===== config.mk =====
export PLATFORM = sky130hd
export DESIGN_NAME = npu_layer_seq
export DESIGN_NICKNAME = d
export VERILOG_FILES = /design/src/rtl/npu_layer_seq.sv
export SDC_FILE = /design/constraint.sdc
export NUM_CORES = 1
export LEC_CHECK = 0
export ABC_AREA = 1
export CAP_MARGIN = 0
export CORE_MARGIN = 1
export CORE_UTILIZATION = 58
export CTS_CLUSTER_SIZE = 14
export DETAILED_ROUTE_END_ITERATION = 16
export GPL_TIMING_DRIVEN = 0
export PLACE_DENSITY = 0.85
export SLEW_MARGIN = 20
export SYNTH_ARGS = -nofsm -noshare
export SYNTH_HDL_FRONTEND = slang
export SYNTH_SLANG_ARGS = --single-unit

===== constraint.sdc =====
create_clock -name CLKEXT -period 2.9 [get_ports CLKEXT]
set_input_delay 0.58 -clock CLKEXT [delete_from_list [all_inputs] [get_ports CLKEXT]]
set_output_delay 0.58 -clock CLKEXT [all_outputs]
set_load 0.005 [all_outputs]

===== src/rtl/npu_layer_seq.sv =====
// Layer-pass sequencer for the two-neuron NPU datapath: clear, accumulate NUM_BEATS beats,
// drain the MAC pipe, bias, activate, then write N1 and N2 into the output FIFO.
module npu_layer_seq #(
  parameter int CNT_W    = 8,
  parameter int PIPE_LAT = 2,
  parameter int ACT_LAT  = 1
) (
  input  logic             CLKEXT,
  input  logic             RST_GLO,
  input  logic             START,
  input  logic             ABORT,
  input  logic [CNT_W-1:0] NUM_BEATS,
  input  logic             IN_VALID,
  output logic             IN_READY,
  input  logic             FIFO_FULL,
  output logic             CLR_ACC,
  output logic             MAC_EN,
  output logic             BIAS_EN,
  output logic             ACT_EN,
  output logic             FIFO_WR,
  output logic             OUT_SEL,
  output logic [CNT_W-1:0] BEAT_CNT,
  output logic             BUSY,
  output logic             DONE,
  output logic             ERR
);

  localparam int SUB_W = 8;

  typedef enum logic [3:0] {
    S_IDLE   = 4'd0,
    S_CLEAR  = 4'd1,
    S_ACCUM  = 4'd2,
    S_DRAIN  = 4'd3,
    S_BIAS   = 4'd4,
    S_ACT    = 4'd5,
    S_WR_N1  = 4'd6,
    S_WR_N2  = 4'd7,
    S_FINISH = 4'd8
  } state_t;

  state_t             state_q, state_d;
  logic [CNT_W-1:0]   beat_cnt_q, beat_cnt_d;
  logic [CNT_W-1:0]   num_q, num_d;
  logic [SUB_W-1:0]   sub_q, sub_d;
  logic               err_q, err_d;

  // State and counter registers
  always_ff @(posedge CLKEXT or posedge RST_GLO) begin
    if (RST_GLO) begin
      state_q    <= S_IDLE;
      beat_cnt_q <= '0;
      num_q      <= '0;
      sub_q      <= '0;
      err_q      <= 1'b0;
    end else begin
      state_q    <= state_d;
      beat_cnt_q <= beat_cnt_d;
      num_q      <= num_d;
      sub_q      <= sub_d;
      err_q      <= err_d;
    end
  end

  // Next-state logic; an abort from any busy state overrides the normal transition
  always_comb begin
    state_d    = state_q;
    beat_cnt_d = beat_cnt_q;
    num_d      = num_q;
    sub_d      = sub_q;
    err_d      = 1'b0;
    if (ABORT && (state_q != S_IDLE)) begin
      state_d = S_IDLE;
      sub_d   = '0;
    end else begin
      case (state_q)
        S_IDLE: begin
          if (START && (NUM_BEATS != '0)) begin
            state_d = S_CLEAR;
            num_d   = NUM_BEATS;
          end else begin
            err_d = START;
          end
        end
        S_CLEAR: begin
          beat_cnt_d = '0;
          sub_d      = '0;
          state_d    = S_ACCUM;
        end
        S_ACCUM: begin
          if (IN_VALID) begin
            beat_cnt_d = beat_cnt_q + CNT_W'(1);
            if (beat_cnt_q == (num_q - CNT_W'(1))) begin
              sub_d   = '0;
              state_d = (PIPE_LAT > 0) ? S_DRAIN : S_BIAS;
            end else begin
              state_d = S_ACCUM;
            end
          end else begin
            state_d = S_ACCUM;
          end
        end
        S_DRAIN: begin
          if (sub_q == SUB_W'(PIPE_LAT - 1)) begin
            sub_d   = '0;
            state_d = S_BIAS;
          end else begin
            sub_d = sub_q + SUB_W'(1);
          end
        end
        S_BIAS: begin
          sub_d   = '0;
          state_d = S_ACT;
        end
        // ACT_EN fires on the first cycle; remaining ACT_LAT cycles let the result settle
        S_ACT: begin
          if (sub_q == SUB_W'(ACT_LAT)) begin
            sub_d   = '0;
            state_d = S_WR_N1;
          end else begin
            sub_d = sub_q + SUB_W'(1);
          end
        end
        S_WR_N1: state_d = FIFO_FULL ? S_WR_N1 : S_WR_N2;
        S_WR_N2: state_d = FIFO_FULL ? S_WR_N2 : S_FINISH;
        S_FINISH: state_d = S_IDLE;
        default: begin
          state_d = S_IDLE;
          sub_d   = '0;
        end
      endcase
    end
  end

  assign IN_READY = (state_q == S_ACCUM);
  assign MAC_EN   = (state_q == S_ACCUM) && IN_VALID;
  assign CLR_ACC  = (state_q == S_CLEAR);
  assign BIAS_EN  = (state_q == S_BIAS);
  assign ACT_EN   = (state_q == S_ACT) && (sub_q == '0);
  assign FIFO_WR  = ((state_q == S_WR_N1) || (state_q == S_WR_N2)) && !FIFO_FULL;
  assign OUT_SEL  = (state_q == S_WR_N2);
  assign BUSY     = (state_q != S_IDLE);
  assign DONE     = (state_q == S_FINISH);
  assign ERR      = err_q;
  assign BEAT_CNT = beat_cnt_q;

endmodule

## Yosys cells after proc, flatten, opt, wreduce, memory -nomap -nowiden

Cells that the tools add are included.

| word-level totals | value |
|---|---|
| register bits | 29 |
| bits of input ports | 14 |
| output and inout port bits | 18 |
| word-level logic and storage cells | 63 |

| cells by class | value |
|---|---|
| add/subtract/negate cells | 3 |
| equality and inequality tests | 17 |
| muxes and demuxes | 19 |
| bitwise operators | 1 |
| reduce and logical (&&, ||, !) cells | 18 |

Operators with widths:

| cell | count |
|---|---|
| 8-bit 2-to-1 mux | 5 |
| 4-bit one-hot mux with 8 select lines | 1 |
| 4-bit 2-to-1 mux | 6 |
| 8-bit one-hot mux with 3 select lines | 1 |
| 8-bit by 1-bit adder with 8-bit output (second input constant) | 2 |
| 4-bit by 3-bit equality test with 1-bit output (second input constant) | 4 |
| 8-bit one-hot mux with 2 select lines | 1 |
| 3-bit AND reduction | 4 |
| 3-bit != test (second input constant) | 3 |
| 4-bit by 2-bit equality test with 1-bit output (second input constant) | 2 |
| 8-bit by 1-bit equality test with 1-bit output (second input constant) | 1 |
| 8-bit equality test | 1 |
| 8-bit zero test | 1 |
| 8-bit nonzero test | 1 |
| 8-bit by 1-bit subtractor with 8-bit output (second input constant) | 1 |
| 1-bit logical AND | 5 |
| 1-bit 2-to-1 mux | 5 |
| 4-bit by 1-bit equality test with 1-bit output (second input constant) | 1 |
| 4-bit equality test (second input constant) | 1 |
| 4-bit zero test | 1 |
| 4-bit nonzero test | 1 |
| 4-bit OR reduction | 1 |
| 3-bit by 1-bit != test with 1-bit output (second input constant) | 1 |
| 3-bit by 2-bit != test with 1-bit output (second input constant) | 1 |
| 7 further kinds | 7 |

## Depth between registers and ports, before layout

Gate-level depths: netlist (run 1).

| depth | value |
|---|---|
| depth in word-level cells | 6 |
| gate-level depth with buffers | 14 |
| depth with buffers taken out | 14 |

## Worst setup path after synthesis (run 1)

OpenSTA, ideal clock, no wires.

| path | value |
|---|---|
| path type | flip-flop to output port |
| start | reg state_q[2] |
| end | out FIFO_WR |
| data arrival time | 1,146 ps |
| required time | 2,320 ps |
| path slack | 1,174 ps |
| cell stages (with the launch flop) | 7 |
| buffers on the path | 0 |
| cells stage by stage | dfrtp_1 inv_1 nor2_1 inv_1 nor3_1 nor2_1 nor2_1 |

| between the ends | value |
|---|---|
| word-level cells in the longest chain between the ends | 3 |
| elaborated cells between the ends (all ways) | 4 |
| those cells by class | eq/ne: 2; reduce/logical: 2 |

Ends and longest elaborated chain:

| what | line | source |
|---|---|---|
| from (decl) | 42 | `state_t state_q, state_d;` |
| from (signal assigned) | 57 | `state_q <= state_d;` |
| 4-bit by 3-bit equality test with 1-bit output | n/a |  |
| net OUT_SEL | 21 | `output logic OUT_SEL,` |
| 1-bit logical OR | 140 | `assign FIFO_WR = ((state_q == S_WR_N1) \|\| (state_q == S_WR_N2)) && !FIFO_FULL;` |
| 1-bit logical AND | 140 |  |
| to (decl) | 20 | `output logic FIFO_WR,` |

The timed path passes the listed nets, and every way through them passes these cells.

## Worst setup path after layout (run 1)

| path | value |
|---|---|
| start | reg state_q[2] |
| end | out FIFO_WR |

| between the ends | value |
|---|---|
| word-level cells in the longest chain between the ends | 3 |
| elaborated cells between the ends (all ways) | 4 |
| those cells by class | eq/ne: 2; reduce/logical: 2 |

Ends and longest elaborated chain:

| what | line |
|---|---|
| 4-bit by 3-bit equality test with 1-bit output | 140 |
| 1-bit logical OR (*) | 140 |
| 1-bit logical AND (*) | 140 |

Every way passes the cells marked *; elsewhere a longest branch is shown, timed or not.

==> metrics.cfg, run 1 <==
[outcome]
run_status = finished clean

[yosys]
synth-seq-cells = 29
synth.avg_cell_area_um2 = 6.995
ys.flop_type = dfrtp_1
syn_nets = 305
synthCells = 286
seq_area_frac_synth_pct = 36.27
ys_types = 32
netlist_area_um2 = 2001
synth_warnings = 0
synth_edf_count = 0
async_flop_share_pct = 100.0

[critical_path]
regToRegStartpoint = num_q[0]
crit_arrival_ns = 2.08
cp-end-kind = primary output
reg2reg_setup_slack_ns = 0.85
path_class = flip-flop to primary output
crit_required_ns = 2.32
crit_fanout = 4
reg2reg_depth = 14
cp-start-kind = flip-flop
r2r_end = sub_q[2]

[run]
cap_violations = 0

[clock_tree]
clkLatencyLatePin_ns = 0.33
postCtsHoldBufs = 0
cts_max_level = 2
cts_tree = yes
root_buffer = clkbuf_4
clk_pin_slew_ns = 0.10
clock-sinks = 29
numCtsBuffers = 5
ctsLongestPathBuffers = 2

[final_layout]
n_antenna_cell = 0
nets = 343
layout_common_cells = nand2_1 (66), inv_1 (45), nor2_1 (31), clkdlybuf4s50_1 (31), dfrtp_1 (29)
syn2layout_area_growth_pct = 22.01
layout-drive-gt1-share_pct = 10.77
final_util_pct = 77.42
layout_commonest_cell = nand2_1
seqCellArea_um2 = 725.7
filler_cell_count = 253
multiInputGateArea_um2 = 1070
final_cells = 369

[power]
leakage_nw = 1.231
power_density_nw_per_um2 = 797.2
power_mw = 1.946
peakVddDrop_v = 0.0005320

[die]
die-area_um2 = 3688
io_pins = 32
core_area_um2 = 3153
die_w_um = 60.73
rows = 20
start_util_pct = 63.45
fp.dieH_um = 60.73

[hold_path]
hold_path_end = num_q[1]
hold_class = flip-flop to flip-flop
min_from = num_q[1]
hold_depth = 2

[global_routing]
overflow = 0
antenna_found_initial = 0
grt_pass1_vias = 1761
grt_pass1_wl_um = 7507
grt_max_degree = 30
grtUsageTotal_pct = 27.70

[routing]
viasPerCell = 5.279
ant_nets = 0
wl_met1_um = 2050
via_count = 1948
drc = 0
met2_length_um = 2102
dr_wl_met3_um = 229
drt-total-wl_um = 4425
drt_iter0_markers = 121
first_pass_iters = 5
route.top_layer_used = met4
wl_per_cell_um = 11.99

[timing]
period_needed_ns = 2.656
min_period_over_period_pct = 91.57
fmax_ghz = 0.3766
timing.final.ws_setup_ns = 0.2444
tightest_slew_ns = 0.5974
setup_tns_ns = 0
rsz0062_at_grt = no
skew_ns = 0.008811
finalHoldViolations = 0
setup_viol = 0
drv_slew = 0
max_slew_margin_pct = 60.12

[placed_design]
dpl_worst_slack_ns = 0.5217
dp_hpwl_um = 3442
dp.cells = 361
port_buffers = 31
gp_congestion = 0.9005

-- final cells by class --
| class | count | share of cell area [%] |
|---|---|---|
| Timing Repair Buffer | 31 | 12.71 |
| Tap cell | 44 | 2.255 |
| Clock buffer | 7 | 2.665 |
| Buffer | 4 | 0.9226 |
| Multi-Input combinational cell | 203 | 43.82 |
| Sequential cell | 29 | 29.73 |
| Inverter | 50 | 7.688 |
| Clock inverter | 1 | 0.2050 |
-- worst max-delay path, stage by stage, from the launching register on --
cell and delay, ns:
dfrtp_1 0.40, inv_1 0.09, nor2_1 0.17, inv_1 0.11
nor3_1 0.30, nor2_1 0.08, nor2_1 0.09, clkdlybuf4s50_1 0.51
-- cells in the mapped netlist, types with 2 or more instances --
library cell	number	area [um2]
xnor2_1	2	17.52
nand2_1	66	247.7
nand2_2	2	12.51
o21ai_2	2	17.52
nor2_1	31	116.4
dfrtp_1	29	725.7
nand3_1	26	130.1
nand3_2	3	30.03
nor4_1	4	25.02
nand3b_1	2	15.01
o21ai_0	14	70.07
inv_2	4	15.01
nor2_2	3	18.77
nand2_4	4	45.04
clkbuf_1	2	7.510
nand4_1	7	43.79
ha_1	5	62.56
nor3_1	9	45.04
a21oi_1	9	45.04
xor2_1	4	35.03
or2_2	2	12.51
inv_1	46	172.7
-- per-stage QoR --
step | hold WS [ns] | area (um2)
floorplan | 0.4642 | 2001
global placement | 0.5052 | 2366
detailed placement | 0.5116 | 2366
CTS | 0.5343 | 2436
global route | 0.5631 | 2441
finish | 0.5322 | 2441
-- logic make-up (layout without fill, tap and decap cells) --
logic type	after synthesis	count (layout)	synth area share [%]
AND/OR/NAND/NOR	165	165	40.21
buffers and inverters	54	93	10.51
AO/OA/AOI/OAI	27	27	7.255
flip-flops	29	29	36.27
XOR/XNOR	6	6	2.627
adder cells (fa/ha/maj)	5	5	3.127
-- per-layer routing --
layer  vias to the layer above  track usage [%]
li1                        992                -
met1                       886            36.76
met2                        64            45.37
met3                         6            6.183
met4                         0            8.442
met5                         -                0
-- where the power goes --
| group | internal, mW | switching [mW] | total [mW] |
|---|---|---|---|
| registers | 0.502 | 0.133 | 0.634 |
| clock network | 0.140 | 0.143 | 0.283 |
| logic | 0.399 | 0.629 | 1.03 |
-- how the worst max path moves through the flow --
stage	start	endpoint	slack, ns	cells past startpoint
after floorplan	state_q[2]	FIFO_WR	1.17	6
after global placement	IN_VALID	MAC_EN	0.53	4
after detailed placement	IN_VALID	MAC_EN	0.52	4
after CTS	state_q[2]	FIFO_WR	0.21	7
after global routing	state_q[2]	FIFO_WR	0.07	7
final	state_q[2]	FIFO_WR	0.24	7
-- flip-flops by register name, indices dropped and copies added, names as in the netlist --
| signal | count |
|---|---|
| BEAT_CNT | 8 |
| num_q | 8 |
| sub_q | 8 |
| state_q | 4 |
| ERR | 1 |
-- timing repair --
| item | in CTS | in global routing |
|---|---|---|
| buffers inserted | 0 | 0 |
| gates resized for setup | 0 | 1 |
| endpoints found under the setup margin | 0 | 1 |
No activity file was read; power rests on OpenSTA's default activity.
==> run 2, diff against run 1 <==
--- a/config.mk
+++ b/config.mk
@@ -11,7 +11,6 @@
 export CORE_UTILIZATION = 58
 export CTS_CLUSTER_SIZE = 14
 export DETAILED_ROUTE_END_ITERATION = 16
-export GPL_TIMING_DRIVEN = 0
 export PLACE_DENSITY = 0.85
 export SLEW_MARGIN = 20
 export SYNTH_ARGS = -nofsm -noshare
==> run 2 against run 1 <==
Die area did not move. Combinational power barely moved. Critical path type unchanged. Via count fell by 0.87%.
==> metrics.cfg, run 2 (synthesis results as in run 1) <==
[outcome]
run_status = finished clean

[placed_design]
dpl_worst_slack_ns = 0.5236  ; +0.001903 ns
dp_hpwl_um = 3452  ; +0.28%
port_buffers = 31  ; unchanged
gp_congestion = 0.8757  ; -2.8%

[routing]
dr_wl_met3_um = 235  ; +2.6%
viasPerCell = 5.276  ; about the same
drt_iter0_markers = 201  ; +66%
met2_length_um = 2042  ; -2.9%
drt-total-wl_um = 4440  ; +0.34%
via_count = 1931  ; -0.87%
wl_met1_um = 2135  ; +4.1%
ant_nets = 0  ; unchanged
wl_per_cell_um = 12.13  ; +1.2%
drc = 0  ; unchanged
first_pass_iters = 7  ; +2
route.top_layer_used = met4

[critical_path]
r2r_end = sub_q[7]
reg2reg_depth = 14  ; unchanged
crit_arrival_ns = 2.13  ; +0.05 ns
cp-end-kind = primary output
cp-start-kind = flip-flop
path_class = flip-flop to primary output
regToRegStartpoint = num_q[0]
crit_required_ns = 2.32  ; about the same
reg2reg_setup_slack_ns = 0.83  ; -0.02 ns
crit_fanout = 4  ; unchanged

[timing]
period_needed_ns = 2.712  ; +0.05602 ns
setup_viol = 0  ; unchanged
rsz0062_at_grt = no
finalHoldViolations = 0  ; unchanged
setup_tns_ns = 0  ; unchanged
min_period_over_period_pct = 93.50  ; +1.9 points
hold_ws_ns = 0.5427  ; +0.01046 ns
skew_ns = 0.004328  ; -0.004483 ns
max_slew_margin_pct = 71.76  ; +12 points
tightest_slew_ns = 0.4204  ; -0.1770 ns
drv_slew = 0  ; unchanged
fmax_ghz = 0.3688  ; -2.1%
timing.final.ws_setup_ns = 0.1884  ; -0.05602 ns

[run]
cap_violations = 0  ; unchanged

[final_layout]
nets = 340  ; -0.87%
layout_commonest_cell = nand2_1
layout_common_cells = nand2_1 (66), inv_1 (46), nor2_1 (31), clkdlybuf4s50_1 (31), dfrtp_1 (29)
syn2layout_area_growth_pct = 19.95
layout-drive-gt1-share_pct = 9.317  ; -1.5 points
n_antenna_cell = 0  ; unchanged

[die]
fp.dieH_um = 60.73  ; unchanged
die_w_um = 60.73  ; unchanged
io_pins = 32  ; unchanged
start_util_pct = 63.45  ; unchanged
rows = 20  ; unchanged
core_area_um2 = 3153  ; unchanged
die-area_um2 = 3688  ; unchanged

[clock_tree]
cts_tree = yes
root_buffer = clkbuf_4
clk_pin_slew_ns = 0.09  ; about the same
ctsLongestPathBuffers = 2  ; unchanged
cts_resized = 0  ; unchanged
clock-sinks = 29  ; unchanged
numCtsBuffers = 5  ; unchanged
postCtsHoldBufs = 0  ; unchanged
cts_max_level = 2  ; unchanged
postCtsSetupBuffers = 0  ; unchanged
clkLatencyLatePin_ns = 0.32  ; about the same

[hold_path]
hold_path_end = num_q[1]
min_from = num_q[1]
hold_depth = 2  ; unchanged
hold_class = flip-flop to flip-flop

[power]
power_density_nw_per_um2 = 779.2  ; -2.3%
leakage_nw = 1.212  ; -1.5%
peakVddDrop_v = 0.0004927  ; -7.4%

[global_routing]
antenna_found_initial = 0  ; unchanged
grt_pass1_wl_um = 7465  ; -0.56%
grtUsageTotal_pct = 27.56  ; -0.13 points
overflow = 0  ; unchanged
grt_pass1_vias = 1763  ; +0.11%
grt_max_degree = 30  ; unchanged

-- run 2: cell types whose count changed in the layout (fill, tap and decap cells not counted), sizes merged --
cell	change
buf	-1
clkbuf	-1
clkinv	-1
-- run 2: critical path, cell delays in order (launching register included) --
cell and delay (ns):
dfrtp_1 0.38, inv_1 0.08, nor2_1 0.16, inv_1 0.11
nor3_1 0.35, nor2_1 0.13, nor2_1 0.11, clkdlybuf4s50_1 0.50
-- run 2: where the power goes --
| part | leakage, nW | switching (mW) | total [mW] | internal, mW |
|---|---|---|---|---|
| registers | 0.386 | 0.130 | 0.632 | 0.502 |
| clock network | 0.0265 | 0.131 | 0.227 | 0.0964 |
| logic | 0.800 | 0.624 | 1.01 | 0.386 |
-- run 2: metal layers --
layer / GRT usage, % / vias up
li1: - / 985
met1: 35.53 / 875
met2: 46.31 / 65
met3: 7.889 / 6
met4: 6.169 / 0
met5: 0 / -
-- run 2: cell type report --
cell class,instances,area (um2)
inverter,50,187.7
fill,279,753.2
tap,44,55.05
clock buffer,8,48.80
multi-input combinational,203,1065
sequential,29,725.7
timing repair buffer,32,317.8
-- run 2: worst max path at each step --
stage	start	endpoint	depth (start not counted)
detailed placement	IN_VALID	MAC_EN	4
CTS	state_q[2]	FIFO_WR	7
global route	state_q[2]	FIFO_WR	7
floorplan	state_q[2]	FIFO_WR	6
finish	state_q[2]	FIFO_WR	7
global placement	IN_VALID	MAC_EN	4
-- run 2: per-stage QoR --
| step | total power [mW] | cell area [um2] | util (%) | std cells |
|---|---|---|---|---|
| after floorplan | 1.339 | 2001 | - | 286 |
| after global placement | 1.604 | 2351 | 74.56 | 358 |
| after detailed placement | 1.639 | 2351 | 74.56 | 358 |
| after CTS | 1.869 | 2400 | 76.11 | 366 |
| after global routing | 2.035 | 2400 | 76.11 | 366 |
| final | 1.870 | 2400 | 76.11 | 366 |
